==> config.mk <==
export PLATFORM = sky130hd
export DESIGN_NAME = igs027a_bus_arb
export DESIGN_NICKNAME = d
export VERILOG_FILES = /design/src/rtl/igs027a_bus_arb.sv
export SDC_FILE = /design/constraint.sdc
export NUM_CORES = 1
export LEC_CHECK = 0
export BUFFER_PORTS_ARGS = -buffer_cell sky130_fd_sc_hd__buf_2
export CAP_MARGIN = 10
export CELL_PAD_IN_SITES_DETAIL_PLACEMENT = 0
export CELL_PAD_IN_SITES_GLOBAL_PLACEMENT = 2
export CORE_ASPECT_RATIO = 1.1
export CORE_MARGIN = 8
export CORE_UTILIZATION = 29
export CTS_CLUSTER_SIZE = 8
export DETAILED_ROUTE_END_ITERATION = 12
export GPL_ROUTABILITY_DRIVEN = 0
export PLACE_DENSITY = 0.84
export SYNTH_ARGS = -nofsm -noshare
export SYNTH_HDL_FRONTEND = slang
export SYNTH_SLANG_ARGS = --single-unit
==> constraint.sdc <==
create_clock -name clk -period 1.85 [get_ports clk]
set_input_delay 0.185 -clock clk [delete_from_list [all_inputs] [get_ports clk]]
set_output_delay 0.185 -clock clk [all_outputs]
set_load 0.01 [all_outputs]
==> src/rtl/igs027a_bus_arb.sv <==
// Mailbox bus arbiter for the IGS027A protection core: shares the register file between the
// 68k bus cycle and the HPS debug port, one access in flight, with a forced-completion timeout.
module igs027a_bus_arb #(
    parameter int unsigned TIMEOUT = 64,
    parameter int unsigned TO_W    = 7
) (
    input  logic        clk,
    input  logic        reset,

    input  logic        m68k_cs,
    input  logic        m68k_rw,
    input  logic [3:0]  m68k_addr,
    input  logic [15:0] m68k_din,
    output logic [15:0] m68k_dout,
    output logic        m68k_dtack_n,

    input  logic        hps_req,
    input  logic        hps_rw,
    input  logic [3:0]  hps_addr,
    input  logic [15:0] hps_din,
    output logic [15:0] hps_rdata,
    output logic        hps_ack,

    output logic [3:0]  prot_addr,
    output logic [15:0] prot_din,
    output logic        prot_we,
    output logic        prot_re,
    input  logic [15:0] prot_dout,
    input  logic        prot_dtack_n,

    output logic        timeout_err
);

    typedef enum logic [2:0] {StIdle, StIssue, StWait, StResp, StHold} state_e;

    state_e          state_q;
    logic            pend_hps_q;
    logic            last_hps_q;
    logic            grant_hps_q;
    logic            cur_rw_q;
    logic            hold_rw_q;
    logic [3:0]      hold_addr_q;
    logic [15:0]     hold_din_q;
    logic [TO_W-1:0] to_cnt_q;
    logic            m68k_served_q;

    logic        m68k_pend;
    logic        pick_68k;
    logic        core_done;
    logic        timed_out;
    logic [15:0] ret_data;

    always_comb begin
        m68k_pend = m68k_cs && !m68k_served_q;
        // Round robin on a tie: the requester that did not win last time goes first.
        pick_68k  = m68k_pend && (!pend_hps_q || last_hps_q);
        core_done = !prot_dtack_n;
        timed_out = (to_cnt_q == TO_W'(TIMEOUT - 1));
        ret_data  = core_done ? prot_dout : 16'hFFFF;
    end

    always_ff @(posedge clk) begin
        if (reset) begin
            state_q       <= StIdle;
            pend_hps_q    <= 1'b0;
            last_hps_q    <= 1'b1;
            grant_hps_q   <= 1'b0;
            cur_rw_q      <= 1'b0;
            hold_rw_q     <= 1'b0;
            hold_addr_q   <= '0;
            hold_din_q    <= '0;
            to_cnt_q      <= '0;
            m68k_served_q <= 1'b0;
            m68k_dtack_n  <= 1'b1;
            m68k_dout     <= '0;
            hps_ack       <= 1'b0;
            hps_rdata     <= '0;
            prot_addr     <= '0;
            prot_din      <= '0;
            prot_we       <= 1'b0;
            prot_re       <= 1'b0;
            timeout_err   <= 1'b0;
        end else begin
            prot_we <= 1'b0;
            prot_re <= 1'b0;
            hps_ack <= 1'b0;

            if (!m68k_cs) begin
                m68k_served_q <= 1'b0;
            end

            // The pending flag stays set until the HPS access completes, so this also drops
            // pulses that arrive while an HPS access is in flight.
            if (hps_req && !pend_hps_q) begin
                pend_hps_q  <= 1'b1;
                hold_rw_q   <= hps_rw;
                hold_addr_q <= hps_addr;
                hold_din_q  <= hps_din;
            end

            case (state_q)
                StIdle: begin
                    if (m68k_pend || pend_hps_q) begin
                        grant_hps_q <= !pick_68k;
                        last_hps_q  <= !pick_68k;
                        if (pick_68k) begin
                            cur_rw_q  <= m68k_rw;
                            prot_addr <= m68k_addr;
                            prot_din  <= m68k_din;
                        end else begin
                            cur_rw_q  <= hold_rw_q;
                            prot_addr <= hold_addr_q;
                            prot_din  <= hold_din_q;
                        end
                        state_q <= StIssue;
                    end
                end

                StIssue: begin
                    prot_re  <= cur_rw_q;
                    prot_we  <= !cur_rw_q;
                    to_cnt_q <= '0;
                    state_q  <= StWait;
                end

                StWait: begin
                    if (core_done || timed_out) begin
                        if (!core_done) begin
                            timeout_err <= 1'b1;
                        end
                        if (grant_hps_q) begin
                            hps_ack <= 1'b1;
                            if (cur_rw_q) begin
                                hps_rdata <= ret_data;
                            end
                        end else begin
                            m68k_dtack_n  <= 1'b0;
                            m68k_served_q <= 1'b1;
                            if (cur_rw_q) begin
                                m68k_dout <= ret_data;
                            end
                        end
                        state_q <= StResp;
                    end else begin
                        to_cnt_q <= to_cnt_q + TO_W'(1);
                    end
                end

                StResp: begin
                    if (grant_hps_q) begin
                        pend_hps_q <= 1'b0;
                        state_q    <= StIdle;
                    end else if (!m68k_cs) begin
                        m68k_dtack_n <= 1'b1;
                        state_q      <= StIdle;
                    end else begin
                        state_q <= StHold;
                    end
                end

                StHold: begin
                    if (!m68k_cs) begin
                        m68k_dtack_n <= 1'b1;
                        state_q      <= StIdle;
                    end
                end

                default: state_q <= StIdle;
            endcase
        end
    end

endmodule

==> results of run 1 <==
[cell families after synthesis]
group                    Yosys count  synth area share
AO/OA/AOI/OAI                     93             0.151
multiplexers                      22            0.0597
AND/OR/NAND/NOR                  183             0.233
XOR/XNOR                           2           0.00472
adder cells (fa/ha/maj)            1           0.00337
buffers and inverters             38            0.0462
flip-flops                        93             0.502
[cell usage after synthesis (2+ instances only)]
master / n / area share
sky130_fd_sc_hd__a211oi_1: 21 / 0.042
sky130_fd_sc_hd__nor4b_1: 4 / 0.0094
sky130_fd_sc_hd__buf_4: 2 / 0.0040
sky130_fd_sc_hd__o21a_1: 2 / 0.0040
sky130_fd_sc_hd__a21oi_1: 59 / 0.080
sky130_fd_sc_hd__nand3_1: 4 / 0.0054
sky130_fd_sc_hd__buf_2: 11 / 0.015
sky130_fd_sc_hd__mux2i_1: 21 / 0.057
sky130_fd_sc_hd__nand2b_1: 2 / 0.0034
sky130_fd_sc_hd__xor2_1: 2 / 0.0047
sky130_fd_sc_hd__nor3b_1: 3 / 0.0061
sky130_fd_sc_hd__nand2_1: 49 / 0.050
sky130_fd_sc_hd__or3_1: 2 / 0.0034
sky130_fd_sc_hd__and2_1: 3 / 0.0051
sky130_fd_sc_hd__clkbuf_1: 20 / 0.020
sky130_fd_sc_hd__inv_1: 3 / 0.0030
sky130_fd_sc_hd__nor2_1: 65 / 0.066
sky130_fd_sc_hd__nor3_1: 40 / 0.054
sky130_fd_sc_hd__dfxtp_1: 93 / 0.50
[registers in the layout, summed over array words and instances, names as in the netlist]
signal         count
hold_din_q        16
hps_rdata         16
m68k_dout         16
prot_din          16
to_cnt_q           7
hold_addr_q        4
prot_addr          4
state_q            3
cur_rw_q           1
grant_hps_q        1
hold_rw_q          1
hps_ack            1
last_hps_q         1
m68k_dtack_n       1
m68k_served_q      1
pend_hps_q         1
prot_re            1
prot_we            1
timeout_err        1
[cells in the final DEF, fill, tap and decap left out, drive strengths merged, types with 4 or more instances in the layout]
| master | instances |
|---|---|
| buf | 131 |
| dfxtp | 93 |
| nand3 | 5 |
| nand2 | 49 |
| nor2 | 65 |
| mux2i | 21 |
| nor4b | 4 |
| a21oi | 60 |
| nor3 | 40 |
| clkbuf | 10 |
| a211oi | 21 |
[power groups by stage]
stage | clock [mW] | combinational [mW] | sequential [mW]
after floorplan | 0 | 0.380 | 2.26
after global placement | 0 | 0.658 | 2.25
after detailed placement | 0 | 0.667 | 2.25
after CTS | 2.04 | 0.668 | 2.21
after global routing | 2.11 | 0.735 | 2.23
final | 1.97 | 0.657 | 2.21
[worst paths after layout]
path                                    from  cells past startpoint                     endpoint  slack (ns)
setup / recovery    to_cnt_q[0]$_SDFFE_PP0P_                      6    m68k_dout[8]$_SDFFE_PP0P_        0.17
hold / removal                   hps_din[10]                      3  hold_din_q[10]$_SDFFE_PP0P_        0.08
setup reg to reg    to_cnt_q[0]$_SDFFE_PP0P_                      6    m68k_dout[8]$_SDFFE_PP0P_        0.17
hold reg to reg   hold_din_q[4]$_SDFFE_PP0P_                      2   hold_din_q[4]$_SDFFE_PP0P_        0.45
[area by class of cell]
cell class / instances / area share
well taps: 157 / 0.0408
clock inverters: 6 / 0.0179
repair buffers: 131 / 0.153
flip-flops and latches: 93 / 0.386
multi-input cells: 301 / 0.350
inverters: 3 / 0.00234
clock buffers: 10 / 0.0496
[worst max-delay path, delay by kind of cell, from the launching register on]
family / cells / cell delay, ns
compound gates: 2 / 0.41
flops: 1 / 0.37
buf+inv: 1 / 0.23
fa+ha+maj: 1 / 0.23
simple gates: 2 / 0.34
[through the flow]
step	cells	hold slack, ns	util	power (mW)
2_1_floorplan	432	0.321	-	2.64
3_3_place_gp	685	0.427	0.358	2.91
3_5_place_dp	685	0.431	0.358	2.92
4_1_cts	701	0.0676	0.384	4.92
5_1_grt	701	0.0876	0.384	5.07
6_report	701	0.0840	0.384	4.83
[what timing repair did]
item | in CTS | in global routing
endpoints found under the hold margin | 0 | 0
resized for setup | 0 | 2
endpoints found under the setup margin | 0 | 30
[routing by layer]
| metal | global-route usage | vias up |
|---|---|---|
| met1 | 0.159 | 1533 |
| met3 | 0.0468 | 8 |
| met4 | 0.0462 | 0 |
| met2 | 0.171 | 108 |
| li1 | - | 1708 |
| met5 | 0 | - |
==> impl_metrics.prom, run 1 <==
# TYPE chip_impl_metric gauge
chip_impl_metric{name="tritoncts.num_buffers",unit=""} 9
chip_impl_metric{name="grt_max_degree",unit=""} 36
chip_impl_metric{name="cts.htree.levels",unit=""} 3
chip_impl_metric{name="timing.setup.tns",unit="ns"} 0
chip_impl_metric{name="static-leakage-power",unit="nW"} 2.08
chip_impl_metric{name="final_design_area_no_fill",unit="mm^2"} 0.00482
chip_impl_info{name="class_of_the_tightest_hold_or_removal_check",value="primary input to flop"} 1
chip_impl_info{name="outcome",value="complete, no violations"} 1
chip_impl_metric{name="swShare",unit=""} 0.248
chip_impl_info{name="cts_root_buffer",value="sky130_fd_sc_hd__clkbuf_16"} 1
chip_impl_metric{name="detail-route-antenna-nets",unit=""} 0
chip_impl_metric{name="dieArea",unit="mm^2"} 0.0167
chip_impl_metric{name="worst_ir_drop_vdd",unit="V"} 0.000343
chip_impl_metric{name="layout.area.seq",unit="mm^2"} 0.00186
chip_impl_metric{name="finalWorstSetupSlack",unit="ns"} 0.173
chip_impl_metric{name="clock_path_buffers",unit=""} 2
chip_impl_metric{name="max_clock_freq",unit="MHz"} 596
chip_impl_metric{name="worstMarginPinSlew",unit="ns"} 0.679
chip_impl_metric{name="numClockSinks",unit=""} 93
chip_impl_metric{name="worst_ep_arrival_time",unit="ns"} 1.92
chip_impl_metric{name="layout_min_cycle_time",unit="ns"} 1.68
chip_impl_metric{name="synth.lib_cells_used.distinct",unit=""} 45
chip_impl_metric{name="initial_core_utilization",unit=""} 0.296
chip_impl_metric{name="dr_wl_met3",unit="um"} 1060
chip_impl_metric{name="hold_viol",unit=""} 0
chip_impl_metric{name="io-pin-count",unit=""} 120
chip_impl_metric{name="slew_headroom",unit=""} 0.547
chip_impl_metric{name="clk-insertion-delay-late",unit="ns"} 0.33
chip_impl_metric{name="synth_area_per_cell",unit="um^2"} 8.59
chip_impl_metric{name="cell_area_after_technology_mapping",unit="mm^2"} 0.00371
chip_impl_metric{name="synth_nets",unit=""} 496
chip_impl_info{name="setup.worst_path.end_class",value="flop"} 1
chip_impl_metric{name="post_syn_instances",unit=""} 432
chip_impl_metric{name="dpl_worst_slack",unit="ns"} 0.0816
chip_impl_info{name="cts_tree",value="yes"} 1
chip_impl_metric{name="nNetsFinal",unit=""} 603
chip_impl_metric{name="yosysSeqAreaShare",unit=""} 0.502
chip_impl_metric{name="initialDrtViolationCount",unit=""} 222
chip_impl_info{name="worstSetupStartpointType",value="flop"} 1
chip_impl_metric{name="num-fill-cells",unit=""} 1310
chip_impl_metric{name="ctsHoldBuffers",unit=""} 0
chip_impl_info{name="synth_top_flop_cell",value="sky130_fd_sc_hd__dfxtp_1"} 1
chip_impl_metric{name="drt_drc_violations_left",unit=""} 0
chip_impl_metric{name="power_density",unit="mW/mm^2"} 1000
chip_impl_metric{name="port_buffers",unit=""} 119
chip_impl_metric{name="timing.clock.skew",unit="ns"} 0.00819
chip_impl_metric{name="share_seq_of_total_power",unit=""} 0.457
chip_impl_metric{name="synthesis_warnings",unit=""} 0
chip_impl_metric{name="route.layer.met1.wl",unit="um"} 4940
chip_impl_metric{name="rows",unit=""} 43
chip_impl_metric{name="wl",unit="um"} 10300
chip_impl_info{name="crit_path_cell_trace",value="ha_1, nand3_4, o21ai_2, buf_12, a21oi_1, nor3_1"} 1
chip_impl_metric{name="first_global_vias",unit=""} 3210
chip_impl_metric{name="slew_violations",unit=""} 0
chip_impl_metric{name="dp.final_hpwl",unit="um"} 7550
chip_impl_metric{name="antenna_violations_before_repair",unit=""} 0
chip_impl_info{name="critical_path.slowest_cell",value="sky130_fd_sc_hd__dfxtp_1"} 1
chip_impl_metric{name="detailroute.via_count",unit=""} 3357
chip_impl_metric{name="total_grt_overflow",unit=""} 0
chip_impl_metric{name="final_min_period_over_clock_period",unit=""} 0.907
chip_impl_metric{name="area_growth_syn_to_layout",unit="%"} 29.8
chip_impl_metric{name="grt_pass1_wl",unit="um"} 16100
chip_impl_metric{name="core_region_area",unit="mm^2"} 0.0125
chip_impl_metric{name="total_switching_power",unit="mW"} 1.20
chip_impl_metric{name="clkSlewWorstSetupHoldPaths",unit="ns"} 0.07
chip_impl_info{name="grt_setup_unrepaired",value="false"} 1
chip_impl_metric{name="die_height",unit="um"} 135
chip_impl_metric{name="setup_viol",unit=""} 0
chip_impl_metric{name="antennaDiodeCount",unit=""} 0
chip_impl_metric{name="avgViaCountPerCell",unit=""} 4.79
chip_impl_metric{name="worstPathMaxFanout",unit=""} 32
chip_impl_metric{name="die_width",unit="um"} 124
chip_impl_metric{name="gr-usage-all-layers",unit=""} 0.120
chip_impl_metric{name="first_pass_iters",unit=""} 6
chip_impl_metric{name="routed-wl-met2",unit="um"} 4210
chip_impl_metric{name="asyncSetResetFlopFracSynth",unit=""} 0
chip_impl_metric{name="critical_path_required",unit="ns"} 2.09
chip_impl_metric{name="placed_area",unit="mm^2"} 0.00449
chip_impl_metric{name="power.internal",unit="mW"} 3.64
chip_impl_metric{name="highest_cell_delay_on_the_worst_timing_path",unit="ns"} 0.37
chip_impl_metric{name="multi_input_area",unit="mm^2"} 0.00169
chip_impl_metric{name="wire_per_inst",unit="um"} 14.7
chip_impl_metric{name="layout_cell_share_with_drive_strength_beyond_1",unit=""} 0.292
chip_impl_info{name="highest_layer",value="met4"} 1
chip_impl_info{name="crit_path_class",value="flop to flop"} 1
chip_impl_metric{name="postSynthRegisterBits",unit=""} 93
chip_impl_metric{name="clock_power_share",unit=""} 0.407
chip_impl_metric{name="cap_violations",unit=""} 0
chip_impl_metric{name="synth_enable_flop_cells",unit=""} 0
chip_impl_metric{name="post-cts-setup-buffer-count",unit=""} 0
chip_impl_metric{name="power_frac_comb",unit=""} 0.136
Power figures use the tool's default switching activity.
==> inputs of run 2 (changes only) <==
- CORE_UTILIZATION: 29 -> 26
- GPL_TIMING_DRIVEN: not set -> 0
- PLACE_DENSITY: 0.84 -> 0.79
- clock period: 1.85 -> 1.5 ns (I/O delays scaled with it)
==> run 2 against run 1 <==
The flow now finishes with violations (negative setup slack). Worst hold slack got worse by 0.040 ns. Flip-flop and latch count did not move. Cell count rose by 11%. Critical path type unchanged. Highest routed layer unchanged.
==> impl_metrics.prom, run 2 (synthesis results as in run 1) <==
# TYPE chip_impl_metric gauge
chip_impl_info{name="outcome",value="finished, violations left"} 1
chip_impl_info{name="violations",value="negative setup slack"} 1
chip_impl_metric{name="initialDrtViolationCount",unit=""} 139
chip_impl_metric{name="antennaDiodeCount",unit=""} 0
chip_impl_metric{name="highest_cell_delay_on_the_worst_timing_path",unit="ns"} 0.36
chip_impl_metric{name="slew_headroom",unit=""} 0.620
chip_impl_info{name="worstSetupStartpointType",value="flop"} 1
chip_impl_metric{name="swShare",unit=""} 0.256
chip_impl_info{name="class_of_the_tightest_hold_or_removal_check",value="primary input to flop"} 1
chip_impl_metric{name="max_clock_freq",unit="MHz"} 662
chip_impl_info{name="timing.critical_path.to",value="m68k_dtack_n$_SDFFE_PP1P_"} 1
chip_impl_info{name="grt_setup_unrepaired",value="true"} 1
chip_impl_metric{name="finalWorstSetupSlack",unit="ns"} -0.0112
chip_impl_metric{name="worstPathMaxFanout",unit=""} 8
chip_impl_info{name="cts_root_buffer",value="sky130_fd_sc_hd__clkbuf_16"} 1
chip_impl_info{name="cts_tree",value="yes"} 1
chip_impl_metric{name="core_region_area",unit="mm^2"} 0.0142
chip_impl_metric{name="cap_violations",unit=""} 0
chip_impl_metric{name="first_global_vias",unit=""} 3582
chip_impl_metric{name="detailroute.via_count",unit=""} 3570
chip_impl_metric{name="clk-insertion-delay-late",unit="ns"} 0.34
chip_impl_metric{name="share_seq_of_total_power",unit=""} 0.427
chip_impl_metric{name="total_switching_power",unit="mW"} 1.63
chip_impl_metric{name="ctsHoldBuffers",unit=""} 0
chip_impl_metric{name="clock_path_buffers",unit=""} 2
chip_impl_metric{name="final_design_area_no_fill",unit="mm^2"} 0.00553
chip_impl_metric{name="dieArea",unit="mm^2"} 0.0184
chip_impl_metric{name="final_min_period_over_clock_period",unit=""} 1.01
chip_impl_metric{name="cts.htree.levels",unit=""} 3
chip_impl_metric{name="io-pin-count",unit=""} 120
chip_impl_metric{name="placed_area",unit="mm^2"} 0.00454
chip_impl_metric{name="cp.depth",unit=""} 7
chip_impl_metric{name="dpl_worst_slack",unit="ns"} -0.291
chip_impl_metric{name="die_width",unit="um"} 130
chip_impl_info{name="worst_path_dominant_cell_family",value="simple AND/OR/NAND/NOR gates"} 1
chip_impl_info{name="setup.worst_path.end_class",value="flop"} 1
chip_impl_metric{name="grt_max_degree",unit=""} 17
chip_impl_metric{name="worst-r2r-cell-count",unit=""} 7
chip_impl_metric{name="power_frac_comb",unit=""} 0.163
chip_impl_info{name="mostFrequentLayoutCell",value="sky130_fd_sc_hd__buf_2"} 1
chip_impl_metric{name="rows",unit=""} 46
chip_impl_metric{name="port_buffers",unit=""} 118
chip_impl_metric{name="worstMarginPinSlew",unit="ns"} 0.570
chip_impl_metric{name="tritoncts.num_buffers",unit=""} 9
chip_impl_metric{name="worst_hold_path.num_cells",unit=""} 3
chip_impl_metric{name="clock_power_share",unit=""} 0.410
chip_impl_metric{name="wl",unit="um"} 12000
chip_impl_metric{name="first_pass_iters",unit=""} 4
chip_impl_metric{name="worst_ir_drop_vdd",unit="V"} 0.000438
chip_impl_metric{name="r2r_slack",unit="ns"} -0.01
chip_impl_metric{name="initial_core_utilization",unit=""} 0.262
chip_impl_info{name="crit_path_class",value="flop to flop"} 1
chip_impl_info{name="crit_path_cell_trace",value="ha_4, nand3_4, o21ai_4, buf_12, buf_6, or3_1, a21o_1"} 1
chip_impl_metric{name="die_height",unit="um"} 141
chip_impl_metric{name="worst_ep_arrival_time",unit="ns"} 1.74
chip_impl_metric{name="gr-usage-all-layers",unit=""} 0.126
chip_impl_metric{name="dp.final_hpwl",unit="um"} 8550
chip_impl_info{name="setup.worst_path.start",value="to_cnt_q[0]$_SDFFE_PP0P_"} 1
chip_impl_metric{name="critical_path_required",unit="ns"} 1.73
chip_impl_metric{name="power_density",unit="mW/mm^2"} 1150
chip_impl_metric{name="grt_pass1_wl",unit="um"} 18200
chip_impl_metric{name="detail-route-antenna-nets",unit=""} 0
chip_impl_metric{name="layout_cell_share_with_drive_strength_beyond_1",unit=""} 0.400
chip_impl_info{name="critical_path.slowest_cell",value="sky130_fd_sc_hd__dfxtp_4"} 1
chip_impl_metric{name="static-leakage-power",unit="nW"} 2.38
chip_impl_info{name="critical_path.reg2reg.endpoint",value="m68k_dtack_n$_SDFFE_PP1P_"} 1
chip_impl_metric{name="layout_min_cycle_time",unit="ns"} 1.51
chip_impl_info{name="layout.cells.most_common_list",value="120 x sky130_fd_sc_hd__buf_2, 87 x sky130_fd_sc_hd__dfxtp_1, 64 x sky130_fd_sc_hd__nor2_1"} 1
chip_impl_metric{name="clkSlewWorstSetupHoldPaths",unit="ns"} 0.07
chip_impl_metric{name="drt_drc_violations_left",unit=""} 0
chip_impl_metric{name="area_growth_syn_to_layout",unit="%"} 49.0
chip_impl_metric{name="critPathBufInv",unit=""} 2
chip_impl_metric{name="setup_viol",unit=""} 4
chip_impl_metric{name="wire_per_inst",unit="um"} 15.4
chip_impl_metric{name="numClockSinks",unit=""} 93
chip_impl_info{name="timing.rr.start",value="to_cnt_q[0]$_SDFFE_PP0P_"} 1
chip_impl_metric{name="timing.clock.skew",unit="ns"} 0.00653
chip_impl_metric{name="slew_violations",unit=""} 0
chip_impl_metric{name="final_core_utilization",unit=""} 0.390
chip_impl_metric{name="avgViaCountPerCell",unit=""} 4.58
chip_impl_metric{name="hold_viol",unit=""} 0
chip_impl_metric{name="nNetsFinal",unit=""} 646
chip_impl_metric{name="antenna_violations_before_repair",unit=""} 0
chip_impl_metric{name="total_grt_overflow",unit=""} 0
chip_impl_metric{name="power.internal",unit="mW"} 4.75
-- run 2: through the flow --
step,TNS (ns),instances,hold slack [ns],power (mW)
6_report,-0.0293,779,0.0437,6.38
5_1_grt,-1.16,779,0.0382,6.69
4_1_cts,0,768,0.0305,6.32
3_5_place_dp,-13.22,742,0.398,3.61
3_3_place_gp,-11.54,742,0.394,3.60
2_1_floorplan,-0.0200,432,0.286,3.26
-- run 2: layout make-up --
| class | count | area (um^2) |
|---|---|---|
| Timing Repair Buffer | 144 | 866 |
| Clock buffer | 9 | 225 |
| Tap cell | 192 | 240 |
| Clock inverter | 7 | 121 |
| Fill cell | 1509 | 8630 |
| Inverter | 3 | 11.3 |
| Multi-Input combinational cell | 301 | 1930 |
| Buffer | 30 | 259 |
| Sequential cell | 93 | 1870 |
-- run 2: worst min path at each step --
stage,startpoint,to,slack [ns]
floorplan,hps_addr[0],hold_addr_q[0]$_SDFFE_PP0P_,0.29
detailed placement,hps_din[8],hold_din_q[8]$_SDFFE_PP0P_,0.40
CTS,hps_din[8],hold_din_q[8]$_SDFFE_PP0P_,0.03
global placement,hps_din[14],hold_din_q[14]$_SDFFE_PP0P_,0.39
global route,hps_din[10],hold_din_q[10]$_SDFFE_PP0P_,0.04
finish,hps_din[8],hold_din_q[8]$_SDFFE_PP0P_,0.04
-- run 2: worst register-to-register path: cells and delay by family, from the launching register on --
| kind | cells | cell delay [ns] |
|---|---|---|
| buf+inv | 2 | 0.25 |
| fa+ha+maj | 1 | 0.17 |
| flops | 1 | 0.36 |
| simple gates | 2 | 0.41 |
| compound gates | 2 | 0.23 |
-- run 2: per-layer routing --
metal	global-route usage	routed length, um	vias to the layer above
li1	-	-	1793
met1	0.159	5510	1651
met2	0.196	5350	117
met3	0.0454	1020	9
met4	0.0367	153	0
met5	0	0	-
-- run 2: repair_timing --
action                                  in CTS  in global routing
endpoints found under the setup margin      54                 74
cloned                                       2                  3
gates resized for setup                     46                 72
pin swaps                                   12                 27
buffers inserted                             9                 12
-- run 2: power groups by stage --
stage                     registers, mW  logic, mW  clock network [mW]
after floorplan                    2.79      0.472                   0
after global placement             2.76      0.836                   0
after detailed placement           2.76      0.843                   0
after CTS                          2.72      0.904                2.70
after global routing               2.75       1.15                2.80
final                              2.73       1.04                2.61
